==> config.mk <==
export PLATFORM = sky130hd
export DESIGN_NAME = mips_pipe_ctrl_flat
export DESIGN_NICKNAME = d
export VERILOG_FILES = /design/src/rtl/mips_pipe_ctrl_pkg.sv /design/src/rtl/mips_pipe_ctrl_if.sv /design/src/rtl/mips_pipe_ctrl_fwd_sel.sv /design/src/rtl/mips_pipe_ctrl.sv /design/src/flat_wrapper.sv
export SDC_FILE = /design/constraint.sdc
export NUM_CORES = 1
export LEC_CHECK = 0
export CORE_MARGIN = 5
export CORE_UTILIZATION = 25
export CTS_CLUSTER_DIAMETER = 80
export CTS_CLUSTER_SIZE = 16
export DETAILED_ROUTE_END_ITERATION = 16
export PLACE_DENSITY = 0.57
export REMOVE_ABC_BUFFERS = 1
export SETUP_SLACK_MARGIN = 0.2
export SYNTH_ARGS = -nofsm -noshare
export SYNTH_HDL_FRONTEND = slang
export SYNTH_SLANG_ARGS = --single-unit
==> constraint.sdc <==
create_clock -name Clock -period 2.5 [get_ports Clock]
set_input_delay 0.625 -clock Clock [delete_from_list [all_inputs] [get_ports Clock]]
set_output_delay 0.625 -clock Clock [all_outputs]
set_load 0.05 [all_outputs]
==> src/rtl/mips_pipe_ctrl_pkg.sv <==
// Shared types and constants for the MIPS pipeline controller.
// State encodings, forwarding select codes and drain length.
package mips_pipe_pkg;

  typedef enum logic [2:0] {
    ST_IDLE   = 3'd0,
    ST_RUN    = 3'd1,
    ST_STEP   = 3'd2,
    ST_DRAIN  = 3'd3,
    ST_HALTED = 3'd4
  } state_t;

  localparam logic [1:0] FWD_RF  = 2'b00;
  localparam logic [1:0] FWD_WB  = 2'b01;
  localparam logic [1:0] FWD_MEM = 2'b10;

  localparam int DRAIN_CYCLES = 3;

endpackage

==> src/rtl/mips_pipe_ctrl_if.sv <==
// Bundle between the pipeline controller and the datapath stages.
// master = stages/debug side, slave = controller.
interface mips_pipe_ctrl_if #(
  parameter int RA_W  = 5,
  parameter int CNT_W = 32
);

  logic            Run_Start;
  logic            Step_Req;
  logic            Halt_Req;
  logic            HaltInstr_ID;
  logic [RA_W-1:0] RS_ID;
  logic [RA_W-1:0] RT_ID;
  logic            UsesRT_ID;
  logic            BranchTaken_ID;
  logic [RA_W-1:0] RS_EX;
  logic [RA_W-1:0] RT_EX;
  logic            MemRead_EX;
  logic            RegWrite_EX;
  logic            RegWrite_MEM;
  logic            RegWrite_WB;
  logic [RA_W-1:0] RegDst_EX;
  logic [RA_W-1:0] RegDst_MEM;
  logic [RA_W-1:0] RegDst_WB;

  logic             PCWrite;
  logic             IFIDWrite;
  logic             IDEXBubble;
  logic             Flush_IF;
  logic             PipeEnable;
  logic [1:0]       ForwardA;
  logic [1:0]       ForwardB;
  logic [2:0]       State;
  logic             Halted;
  logic [CNT_W-1:0] CycleCount;
  logic [CNT_W-1:0] StallCount;

  modport master (
    output Run_Start, Step_Req, Halt_Req,
    output HaltInstr_ID, RS_ID, RT_ID,
    output UsesRT_ID, BranchTaken_ID,
    output RS_EX, RT_EX, MemRead_EX,
    output RegWrite_EX, RegWrite_MEM,
    output RegWrite_WB, RegDst_EX,
    output RegDst_MEM, RegDst_WB,
    input  PCWrite, IFIDWrite, IDEXBubble,
    input  Flush_IF, PipeEnable,
    input  ForwardA, ForwardB, State,
    input  Halted, CycleCount, StallCount
  );

  modport slave (
    input  Run_Start, Step_Req, Halt_Req,
    input  HaltInstr_ID, RS_ID, RT_ID,
    input  UsesRT_ID, BranchTaken_ID,
    input  RS_EX, RT_EX, MemRead_EX,
    input  RegWrite_EX, RegWrite_MEM,
    input  RegWrite_WB, RegDst_EX,
    input  RegDst_MEM, RegDst_WB,
    output PCWrite, IFIDWrite, IDEXBubble,
    output Flush_IF, PipeEnable,
    output ForwardA, ForwardB, State,
    output Halted, CycleCount, StallCount
  );

endinterface

==> src/rtl/mips_pipe_ctrl_fwd_sel.sv <==
// EX operand forwarding select for one source register.
// MEM result is younger than WB, so it wins when both match.
module fwd_sel
  import mips_pipe_pkg::*;
#(
  parameter int RA_W = 5
) (
  input  logic [RA_W-1:0] srcReg,
  input  logic            regWriteMem,
  input  logic [RA_W-1:0] dstMem,
  input  logic            regWriteWb,
  input  logic [RA_W-1:0] dstWb,
  output logic [1:0]      fwd
);

  logic memHit;
  logic wbHit;

  assign memHit = regWriteMem
                & (dstMem != '0)
                & (dstMem == srcReg);
  assign wbHit  = regWriteWb
                & (dstWb != '0)
                & (dstWb == srcReg);

  always_comb begin
    fwd = FWD_RF;
    priority case (1'b1)
      memHit:  fwd = FWD_MEM;
      wbHit:   fwd = FWD_WB;
      default: fwd = FWD_RF;
    endcase
  end

endmodule

==> src/rtl/mips_pipe_ctrl.sv <==
// Pipeline controller: forwarding, load-use stall, branch flush,
// debug run control and cycle/stall performance counters.
module mips_pipe_ctrl
  import mips_pipe_pkg::*;
#(
  parameter int RA_W       = 5,
  parameter int LOAD_STALL = 1,
  parameter int CNT_W      = 32
) (
  input logic            Clock,
  input logic            Reset,
  mips_pipe_ctrl_if.slave bus
);

  localparam logic [2:0] RELOAD = 3'(LOAD_STALL - 1);
  localparam logic [1:0] DRAIN_LAST = 2'(DRAIN_CYCLES - 1);

  state_t           state;
  state_t           stateNxt;
  logic [2:0]       stallCnt;
  logic [1:0]       drainCnt;
  logic [CNT_W-1:0] cycleCnt;
  logic [CNT_W-1:0] stallTot;

  logic active;
  logic enabled;
  logic hazard;
  logic stall;

  fwd_sel #(.RA_W(RA_W)) uFwdA (
    .srcReg      (bus.RS_EX),
    .regWriteMem (bus.RegWrite_MEM),
    .dstMem      (bus.RegDst_MEM),
    .regWriteWb  (bus.RegWrite_WB),
    .dstWb       (bus.RegDst_WB),
    .fwd         (bus.ForwardA)
  );

  fwd_sel #(.RA_W(RA_W)) uFwdB (
    .srcReg      (bus.RT_EX),
    .regWriteMem (bus.RegWrite_MEM),
    .dstMem      (bus.RegDst_MEM),
    .regWriteWb  (bus.RegWrite_WB),
    .dstWb       (bus.RegDst_WB),
    .fwd         (bus.ForwardB)
  );

  assign active  = (state == ST_RUN)
                 | (state == ST_STEP);
  assign enabled = active | (state == ST_DRAIN);

  assign hazard = bus.MemRead_EX
                & (bus.RegDst_EX != '0)
                & ((bus.RegDst_EX == bus.RS_ID)
                 | (bus.UsesRT_ID
                  & (bus.RegDst_EX == bus.RT_ID)));

  assign stall = active
               & (hazard | (stallCnt != '0));

  always_ff @(posedge Clock) begin
    if (!Reset) begin
      state <= ST_IDLE;
    end else begin
      state <= stateNxt;
    end
  end

  always_comb begin
    stateNxt = state;
    unique case (state)
      ST_IDLE: begin
        if (bus.Halt_Req)       stateNxt = ST_IDLE;
        else if (bus.Step_Req)  stateNxt = ST_STEP;
        else if (bus.Run_Start) stateNxt = ST_RUN;
      end
      ST_RUN: begin
        if (bus.Halt_Req)
          stateNxt = ST_IDLE;
        else if (bus.HaltInstr_ID && !stall)
          stateNxt = ST_DRAIN;
      end
      ST_STEP: begin
        if (bus.HaltInstr_ID && !stall)
          stateNxt = ST_DRAIN;
        else
          stateNxt = ST_IDLE;
      end
      ST_DRAIN: begin
        if (drainCnt == DRAIN_LAST)
          stateNxt = ST_HALTED;
      end
      ST_HALTED: stateNxt = ST_HALTED;
      default:   stateNxt = ST_IDLE;
    endcase
  end

  always_comb begin
    bus.PCWrite    = 1'b0;
    bus.IFIDWrite  = 1'b0;
    bus.IDEXBubble = 1'b0;
    bus.Flush_IF   = 1'b0;
    bus.PipeEnable = enabled;
    unique case (1'b1)
      active: begin
        bus.PCWrite    = !stall;
        bus.IFIDWrite  = !stall;
        bus.IDEXBubble = stall;
        bus.Flush_IF   = bus.BranchTaken_ID
                       & !stall;
      end
      // HALT sits frozen in ID while older work retires
      (state == ST_DRAIN): begin
        bus.IDEXBubble = 1'b1;
      end
      default: ;
    endcase
  end

  always_ff @(posedge Clock) begin
    if (!Reset) begin
      stallCnt <= '0;
    end else if (active) begin
      if (stallCnt != '0)
        stallCnt <= stallCnt - 3'd1;
      else if (hazard)
        stallCnt <= RELOAD;
    end
  end

  always_ff @(posedge Clock) begin
    if (!Reset) begin
      drainCnt <= '0;
    end else if (state == ST_DRAIN) begin
      drainCnt <= drainCnt + 2'd1;
    end else begin
      drainCnt <= '0;
    end
  end

  always_ff @(posedge Clock) begin
    if (!Reset) begin
      cycleCnt <= '0;
      stallTot <= '0;
    end else begin
      if (enabled && (cycleCnt != '1))
        cycleCnt <= cycleCnt + 1'b1;
      if (stall && (stallTot != '1))
        stallTot <= stallTot + 1'b1;
    end
  end

  assign bus.State      = state;
  assign bus.Halted     = (state == ST_HALTED);
  assign bus.CycleCount = cycleCnt;
  assign bus.StallCount = stallTot;

endmodule
==> src/flat_wrapper.sv <==
// flat-port wrapper written by rule: the top's interface ports become plain ports
module mips_pipe_ctrl_flat import mips_pipe_pkg::*;
#(
  parameter int RA_W       = 5,
  parameter int LOAD_STALL = 1,
  parameter int CNT_W      = 32
)
  (Clock, Reset, bus_Run_Start, bus_Step_Req, bus_Halt_Req, bus_HaltInstr_ID, bus_RS_ID, bus_RT_ID, bus_UsesRT_ID, bus_BranchTaken_ID, bus_RS_EX, bus_RT_EX, bus_MemRead_EX, bus_RegWrite_EX, bus_RegWrite_MEM, bus_RegWrite_WB, bus_RegDst_EX, bus_RegDst_MEM, bus_RegDst_WB, bus_PCWrite, bus_IFIDWrite, bus_IDEXBubble, bus_Flush_IF, bus_PipeEnable, bus_ForwardA, bus_ForwardB, bus_State, bus_Halted, bus_CycleCount, bus_StallCount);
  mips_pipe_ctrl_if #(.RA_W(RA_W), .CNT_W(CNT_W)) bus_i ();
  input logic Clock;
  input logic Reset;
  input wire logic [$bits(bus_i.Run_Start)-1:0] bus_Run_Start;
  input wire logic [$bits(bus_i.Step_Req)-1:0] bus_Step_Req;
  input wire logic [$bits(bus_i.Halt_Req)-1:0] bus_Halt_Req;
  input wire logic [$bits(bus_i.HaltInstr_ID)-1:0] bus_HaltInstr_ID;
  input wire logic [$bits(bus_i.RS_ID)-1:0] bus_RS_ID;
  input wire logic [$bits(bus_i.RT_ID)-1:0] bus_RT_ID;
  input wire logic [$bits(bus_i.UsesRT_ID)-1:0] bus_UsesRT_ID;
  input wire logic [$bits(bus_i.BranchTaken_ID)-1:0] bus_BranchTaken_ID;
  input wire logic [$bits(bus_i.RS_EX)-1:0] bus_RS_EX;
  input wire logic [$bits(bus_i.RT_EX)-1:0] bus_RT_EX;
  input wire logic [$bits(bus_i.MemRead_EX)-1:0] bus_MemRead_EX;
  input wire logic [$bits(bus_i.RegWrite_EX)-1:0] bus_RegWrite_EX;
  input wire logic [$bits(bus_i.RegWrite_MEM)-1:0] bus_RegWrite_MEM;
  input wire logic [$bits(bus_i.RegWrite_WB)-1:0] bus_RegWrite_WB;
  input wire logic [$bits(bus_i.RegDst_EX)-1:0] bus_RegDst_EX;
  input wire logic [$bits(bus_i.RegDst_MEM)-1:0] bus_RegDst_MEM;
  input wire logic [$bits(bus_i.RegDst_WB)-1:0] bus_RegDst_WB;
  output wire logic [$bits(bus_i.PCWrite)-1:0] bus_PCWrite;
  output wire logic [$bits(bus_i.IFIDWrite)-1:0] bus_IFIDWrite;
  output wire logic [$bits(bus_i.IDEXBubble)-1:0] bus_IDEXBubble;
  output wire logic [$bits(bus_i.Flush_IF)-1:0] bus_Flush_IF;
  output wire logic [$bits(bus_i.PipeEnable)-1:0] bus_PipeEnable;
  output wire logic [$bits(bus_i.ForwardA)-1:0] bus_ForwardA;
  output wire logic [$bits(bus_i.ForwardB)-1:0] bus_ForwardB;
  output wire logic [$bits(bus_i.State)-1:0] bus_State;
  output wire logic [$bits(bus_i.Halted)-1:0] bus_Halted;
  output wire logic [$bits(bus_i.CycleCount)-1:0] bus_CycleCount;
  output wire logic [$bits(bus_i.StallCount)-1:0] bus_StallCount;
  assign bus_i.Run_Start = bus_Run_Start;
  assign bus_i.Step_Req = bus_Step_Req;
  assign bus_i.Halt_Req = bus_Halt_Req;
  assign bus_i.HaltInstr_ID = bus_HaltInstr_ID;
  assign bus_i.RS_ID = bus_RS_ID;
  assign bus_i.RT_ID = bus_RT_ID;
  assign bus_i.UsesRT_ID = bus_UsesRT_ID;
  assign bus_i.BranchTaken_ID = bus_BranchTaken_ID;
  assign bus_i.RS_EX = bus_RS_EX;
  assign bus_i.RT_EX = bus_RT_EX;
  assign bus_i.MemRead_EX = bus_MemRead_EX;
  assign bus_i.RegWrite_EX = bus_RegWrite_EX;
  assign bus_i.RegWrite_MEM = bus_RegWrite_MEM;
  assign bus_i.RegWrite_WB = bus_RegWrite_WB;
  assign bus_i.RegDst_EX = bus_RegDst_EX;
  assign bus_i.RegDst_MEM = bus_RegDst_MEM;
  assign bus_i.RegDst_WB = bus_RegDst_WB;
  assign bus_PCWrite = bus_i.PCWrite;
  assign bus_IFIDWrite = bus_i.IFIDWrite;
  assign bus_IDEXBubble = bus_i.IDEXBubble;
  assign bus_Flush_IF = bus_i.Flush_IF;
  assign bus_PipeEnable = bus_i.PipeEnable;
  assign bus_ForwardA = bus_i.ForwardA;
  assign bus_ForwardB = bus_i.ForwardB;
  assign bus_State = bus_i.State;
  assign bus_Halted = bus_i.Halted;
  assign bus_CycleCount = bus_i.CycleCount;
  assign bus_StallCount = bus_i.StallCount;
  mips_pipe_ctrl #(.RA_W(RA_W), .LOAD_STALL(LOAD_STALL), .CNT_W(CNT_W)) u_core (.Clock(Clock), .Reset(Reset), .bus(bus_i));
endmodule
# == After elaboration in Yosys (flattened, before gate mapping) ==
# Index checks and enable logic that the tools add are counted.
# word_totals
ff_bits,72
in_bits,47
out_inout_bits,77
wordCells,70
# op_classes
addsub,4
n_eq_ne,16
muxes,17
bitwise,15
n_reduce_logical,13
# op_table
op,n
$add A32 B1 Y32 const B,2
$ne A32 B32 Y1 const B,2
$eq A5 B5 Y1,6
$mux W3,8
$pmux W3 S5,1
$reduce_bool A5 Y1,3
$and A1 B1 Y1,11
$eq A3 B2 Y1 const B,2
$mux W2,3
$mux W1,4
$ne A4 B4 Y1 const B,1
$or A1 B1 Y1,4
$reduce_and A2 Y1,2
$eq A3 B1 Y1 const B,1
$eq A3 B3 Y1 const B,1
$logic_and A1 B1 Y1,3
$logic_not A3 Y1,1
$ne A3 B3 Y1 const B,1
$reduce_and A3 Y1,1
$reduce_bool A3 Y1,1
$sub A3 B1 Y3 const B,1
$add A2 B1 Y2 const B,1
$eq A2 B2 Y1 const B,1
$ne A2 B1 Y1 const B,1
other kinds (3),3

# == Depth between registers and ports, before layout ==
# depth
word_depth,11
mapped_depth,10
depth_no_buf,7

# == Cells and area by module ==
# From an unflattened synthesis, not the netlist that was laid out.
# hier_totals
cells_unflattened,508
area_unflattened_um2,4100.2
# modules_own_cells
mod,n_inst,cells_each,area_each_um2,seq_area_each_um2
mips_pipe_ctrl,1,466,3782.4,1441.4
fwd_sel,2,21,158.9,0.0

# == Worst setup path before layout ==
# Ideal clock, no wire load.
# synth_path
path_type,input to output
start,input bus_RegDst_EX[0]
end,output bus_Flush_IF
t_arrival_ns,3.090
required_time_ns,1.875
path_slack_ns,-1.215
path_stages,6
n_path_buf,1
path_cell_list,or4_1 > o21ai_1 > o21a_1 > clkbuf_1 > nor2b_1 > and2_1
# synth_via
elab_chain_len,9
elab_cells_between_ends,12
cone_classes,eq/ne: 2; mux: 1; bitwise: 7; reduce/logical: 2
# synth_lines
element,line,rtl
start: declaration,flat_wrapper.sv:26,input wire logic [$bits(bus_i.RegDst_EX)-1:0] bus_RegDst_EX;
$eq A5 B5 Y1,mips_pipe_ctrl.sv:56,& (bus.RegDst_EX == bus.RT_ID)));
$and A1 B1 Y1,mips_pipe_ctrl.sv:56,
$or A1 B1 Y1,mips_pipe_ctrl.sv:55,| (bus.UsesRT_ID
$and A1 B1 Y1 (*),mips_pipe_ctrl.sv:54,& ((bus.RegDst_EX == bus.RS_ID)
$or A1 B1 Y1 (*),mips_pipe_ctrl.sv:59,& (hazard | (stallCnt != '0));
$and A1 B1 Y1 (*),mips_pipe_ctrl.sv:59,
$logic_not A1 Y1 (*),mips_pipe_ctrl.sv:110,& !stall;
$and A1 B1 Y1 (*),mips_pipe_ctrl.sv:110,
$mux W1 (*),mips_pipe_ctrl.sv:104,unique case (1'b1)
end: declaration,flat_wrapper.sv:32,output wire logic [$bits(bus_i.Flush_IF)-1:0] bus_Flush_IF;
# Every way passes the cells marked *; elsewhere a longest branch is shown, timed or not.

# == Final worst setup path ==
# Ends and elaborated chain as after synthesis.

==> reports/summary.log <==
INFO  run_status     outcome=complete, but fails checks
INFO  run_status     violated_checks=negative setup slack
INFO  sta            hold_viol=0
INFO  worst_setup_path critical_path.endpoint_type=output pin
INFO  sta            timing.final.crit_share=107%
INFO  sta            fin_crit=2.69ns
INFO  synth          ys_ff_latch=72
INFO  synth          yosys_most_used_dff=sky130_fd_sc_hd__dfxtp_1
INFO  synth          synth.area.top_cells=sky130_fd_sc_hd__dfxtp_1 36%, sky130_fd_sc_hd__xor2_1 7.5%, sky130_fd_sc_hd__xnor2_1 6.4%
INFO  global_route   overflow=0
INFO  clock_network  tritoncts.num_buffers=9
INFO  worst_setup_path crit_path_max_fanout=3
INFO  worst_setup_path reg2reg_depth=9
INFO  worst_setup_path crit_arrival=2.06ns
INFO  pwr            power_switching_share=25.9%
INFO  sta            worst_clock_skew=0.00581ns
INFO  synth          synth.cells.most_frequent=72 x sky130_fd_sc_hd__dfxtp_1, 48 x sky130_fd_sc_hd__nor2_1, 34 x sky130_fd_sc_hd__xor2_1
INFO  worst_setup_path required=1.88ns
INFO  worst_setup_path setup.worst_path.class=in2out
INFO  pwr            internal_power=2.10mW
INFO  clock_network  tritoncts=yes
INFO  cells_and_area nNetsFinal=712
INFO  pwr            power.share.sequential=41.1%
INFO  floorplan      initial_core_util=25.3%
INFO  synth          part_of_the_yosys_area_used_for_sequential_elements=36.1%
INFO  place          hpwl=9.55mm
INFO  global_route   antenna_found_initial=1
INFO  floorplan      floorplan.io_pins=124
INFO  sta            timing.max_slew.rel_slack=63.7%
INFO  sta            timing.setup.tns=-2.06ns
INFO  pwr            power_per_cell_area=421nW/µm²
INFO  routing        routed_wire_length_per_instance=15.2µm
INFO  clock_network  numClockSinks=72
INFO  place          globalplace.congestion=0.815
INFO  floorplan      coreArea=15,800µm²
INFO  worst_setup_path rr_endpoint=u_core.bus.StallCount[15]
INFO  synth          synth_top_cell_by_area=sky130_fd_sc_hd__dfxtp_1
INFO  pwr            combinationalPowerShare=17.5%
INFO  pwr            total_switching_power=734µW
INFO  clock_network  clock_slew_at_reported_path_ffs=0.05ns
INFO  synth          synth.top_cell.area_share=36.1%
INFO  synth          yosysMostFrequentCell=sky130_fd_sc_hd__dfxtp_1
INFO  global_route   grt_max_degree=44
INFO  synth          synthArstFlopShare=0%
INFO  pwr            ir_drop=0.000273V
INFO  routing        detailedRoute.firstIterationViolations=181
INFO  sta            setup_slack=-0.185ns
INFO  cells_and_area finalInstanceArea=6740µm²
INFO  global_route   grt_pass1_wl=20.9mm
INFO  cells_and_area layout-area-overhead-vs-synth=68.8%
INFO  worst_setup_path crit_path_start=bus_RegDst_EX[0]
INFO  synth          mappedNetlistArea=3990µm²
INFO  min_path       min-delay-path-class=reg2reg
INFO  routing        viasPerCell=4.92
INFO  pwr            power.static_leakage=2.55nW
INFO  synth          count_of_flip_flops_with_a_built_in_enable_after_synthesis=0
INFO  pwr            clockPowerShare=41.4%
INFO  clock_network  cts-htree-levels=3
INFO  worst_setup_path setup.reg_to_reg.worst_slack=0.12ns
INFO  global_route   grt_use_total=13.9%
INFO  place          numPlacedInstances=844
INFO  min_path       hold_path_startpoint=u_core.drainCnt[0]
INFO  synth          post_synth.cell_area_avg=8.25µm²
INFO  place          dpl_cell_area=5770µm²
INFO  place          placement.io_buffers=122
INFO  floorplan      die_area=18,600µm²
INFO  floorplan      fp-row-count=46
INFO  cells_and_area final_cell_count_no_fill=879
INFO  clock_network  cts.root.buffer_cell=sky130_fd_sc_hd__clkbuf_16
INFO  floorplan      floorplan.die.height=136µm
INFO  clock_network  clock_path_buffers=2
INFO  synth          ys_types=51
INFO  min_path       number_of_cells_on_the_worst_hold_path=1
INFO  synth          synthCells=484
INFO  routing        detail_route.wirelength=13.4mm
INFO  global_route   grt_pass1_vias=4,350
INFO  synth          synth_warnings=0
INFO  clock_network  worstSkewPairLatency=0.33ns
INFO  job            maxCapViolations=0
INFO  floorplan      die_x=136µm
INFO  sta            setup_viol_count_final=26
INFO  worst_setup_path startpoint_type=input pin
INFO  sta            grt_setup_unrepaired=true
INFO  routing        first_pass_iters=4
INFO  sta            final_max_slew_viol_count=0
INFO  cells_and_area drive_above_1_share=27.6%
INFO  routing        drt_drc_violations_left=0
INFO  routing        route.antenna.remaining_nets=0
INFO  routing        vias=4,323
INFO  worst_setup_path timing.critical_path.to=bus_Flush_IF
INFO  sta            finalHoldWorstSlack=0.414ns
INFO  sta            max_slew.worst_pin.slew=0.544ns
INFO  sta            achievable-frequency=372MHz
INFO  worst_setup_path r2r-start=u_core.bus.StallCount[1]
[power groups by stage]
stage | combinational [mW] | sequential (mW) | clock [mW]
global placement | 0.405 | 1.19 | 0
global route | 0.527 | 1.17 | 1.24
floorplan | 0.156 | 1.22 | 0
finish | 0.497 | 1.16 | 1.18
CTS | 0.467 | 1.16 | 1.21
detailed placement | 0.411 | 1.19 | 0
[layout by cell type, fill, tap and decap left out, types with 5 or more instances in the layout]
master                            count
sky130_fd_sc_hd__nand2_1             33
sky130_fd_sc_hd__buf_2               13
sky130_fd_sc_hd__or4_1               10
sky130_fd_sc_hd__dlymetal6s2s_1       9
sky130_fd_sc_hd__o31ai_1              7
sky130_fd_sc_hd__mux2i_1              5
sky130_fd_sc_hd__buf_12               8
sky130_fd_sc_hd__or3_1               10
sky130_fd_sc_hd__a21oi_2              9
sky130_fd_sc_hd__inv_1                9
sky130_fd_sc_hd__o31ai_2              5
sky130_fd_sc_hd__clkdlybuf4s50_1     67
sky130_fd_sc_hd__xor2_1              33
sky130_fd_sc_hd__ha_1                 5
sky130_fd_sc_hd__buf_8                6
sky130_fd_sc_hd__and4_1               8
sky130_fd_sc_hd__nand3_1             21
sky130_fd_sc_hd__xnor2_1             18
sky130_fd_sc_hd__or4_4                7
sky130_fd_sc_hd__and3_1              10
sky130_fd_sc_hd__o21ai_1              8
sky130_fd_sc_hd__nor3_1              10
sky130_fd_sc_hd__xnor2_2              8
sky130_fd_sc_hd__dlygate4sd2_1        9
sky130_fd_sc_hd__and2_1               6
sky130_fd_sc_hd__buf_6               25
sky130_fd_sc_hd__dfxtp_1             72
sky130_fd_sc_hd__nand4_1             26
sky130_fd_sc_hd__buf_4               44
sky130_fd_sc_hd__clkbuf_16            9
sky130_fd_sc_hd__a21oi_1             20
sky130_fd_sc_hd__nor2_1              48
[critical path: stages]
cell	delay, ns
sky130_fd_sc_hd__buf_6	0.09
sky130_fd_sc_hd__or4_4	0.52
sky130_fd_sc_hd__o21ai_2	0.14
sky130_fd_sc_hd__o21a_1	0.18
sky130_fd_sc_hd__nor2b_4	0.17
sky130_fd_sc_hd__and2_4	0.18
sky130_fd_sc_hd__buf_12	0.13
[state kept, by name, indices dropped and copies added, names as in the netlist]
name	cells
u_core.bus.CycleCount	32
u_core.bus.StallCount	32
u_core.bus.State	3
u_core.drainCnt	2
u_core.stallCnt	3
[layer usage]
metal | vias up | share of wire, % | global-route usage [%]
li1 | 2104 | - | -
met1 | 2076 | 41 | 15.5
met2 | 110 | 51 | 24.4
met3 | 33 | 5.4 | 4.52
met4 | 0 | 2.9 | 5.77
met5 | - | 0 | 0
[cells by family (layout without fill, tap and decap cells)]
logic type / Yosys count / after routing / share of synthesized area [%]
XOR/XNOR: 63 / 63 / 13.8
multiplexers: 5 / 5 / 1.25
adder cells (fa/ha/maj): 5 / 5 / 1.57
AND/OR/NAND/NOR: 226 / 226 / 31.0
buffers and inverters: 36 / 214 / 4.10
AO/OA/AOI/OAI: 77 / 77 / 12.2
flip-flops: 72 / 72 / 36.1
other: 0 / 1 / 0
[what timing repair did]
item	in CTS	in global routing
cloned	2	0
buffers inserted	13	6
hold buffers	0	0
pin swaps	72	26
resized for setup	169	64
setup endpoints to repair	42	57
[per-stage QoR]
| step | power, mW | setup slack [ns] | util [%] |
|---|---|---|---|
| CTS | 2.84 | -0.205 | 40.9 |
| global route | 2.94 | -0.261 | 42.7 |
| global placement | 1.59 | -0.664 | 36.6 |
| detailed placement | 1.60 | -0.735 | 36.6 |
| finish | 2.84 | -0.185 | 42.7 |
| floorplan | 1.37 | -1.75 | - |
[worst min-delay path by stage]
stage / endpoint / slack (ns)
floorplan: u_core.drainCnt[0] / 0.39
global placement: u_core.drainCnt[0] / 0.40
detailed placement: u_core.drainCnt[0] / 0.41
CTS: u_core.drainCnt[0] / 0.42
global route: u_core.drainCnt[0] / 0.44
finish: u_core.drainCnt[0] / 0.41
[cell type report]
cell class / instances / area [µm²]
multi-input combinational: 376 / 2820
antenna: 1 / 2.50
fill: 1547 / 9030
sequential: 72 / 1440
clock buffer: 12 / 256
tap: 216 / 270
inverter: 10 / 37.5
clock inverter: 1 / 5.00
timing repair buffer: 191 / 1910
Note: power is estimated with default switching activity, not from simulation.
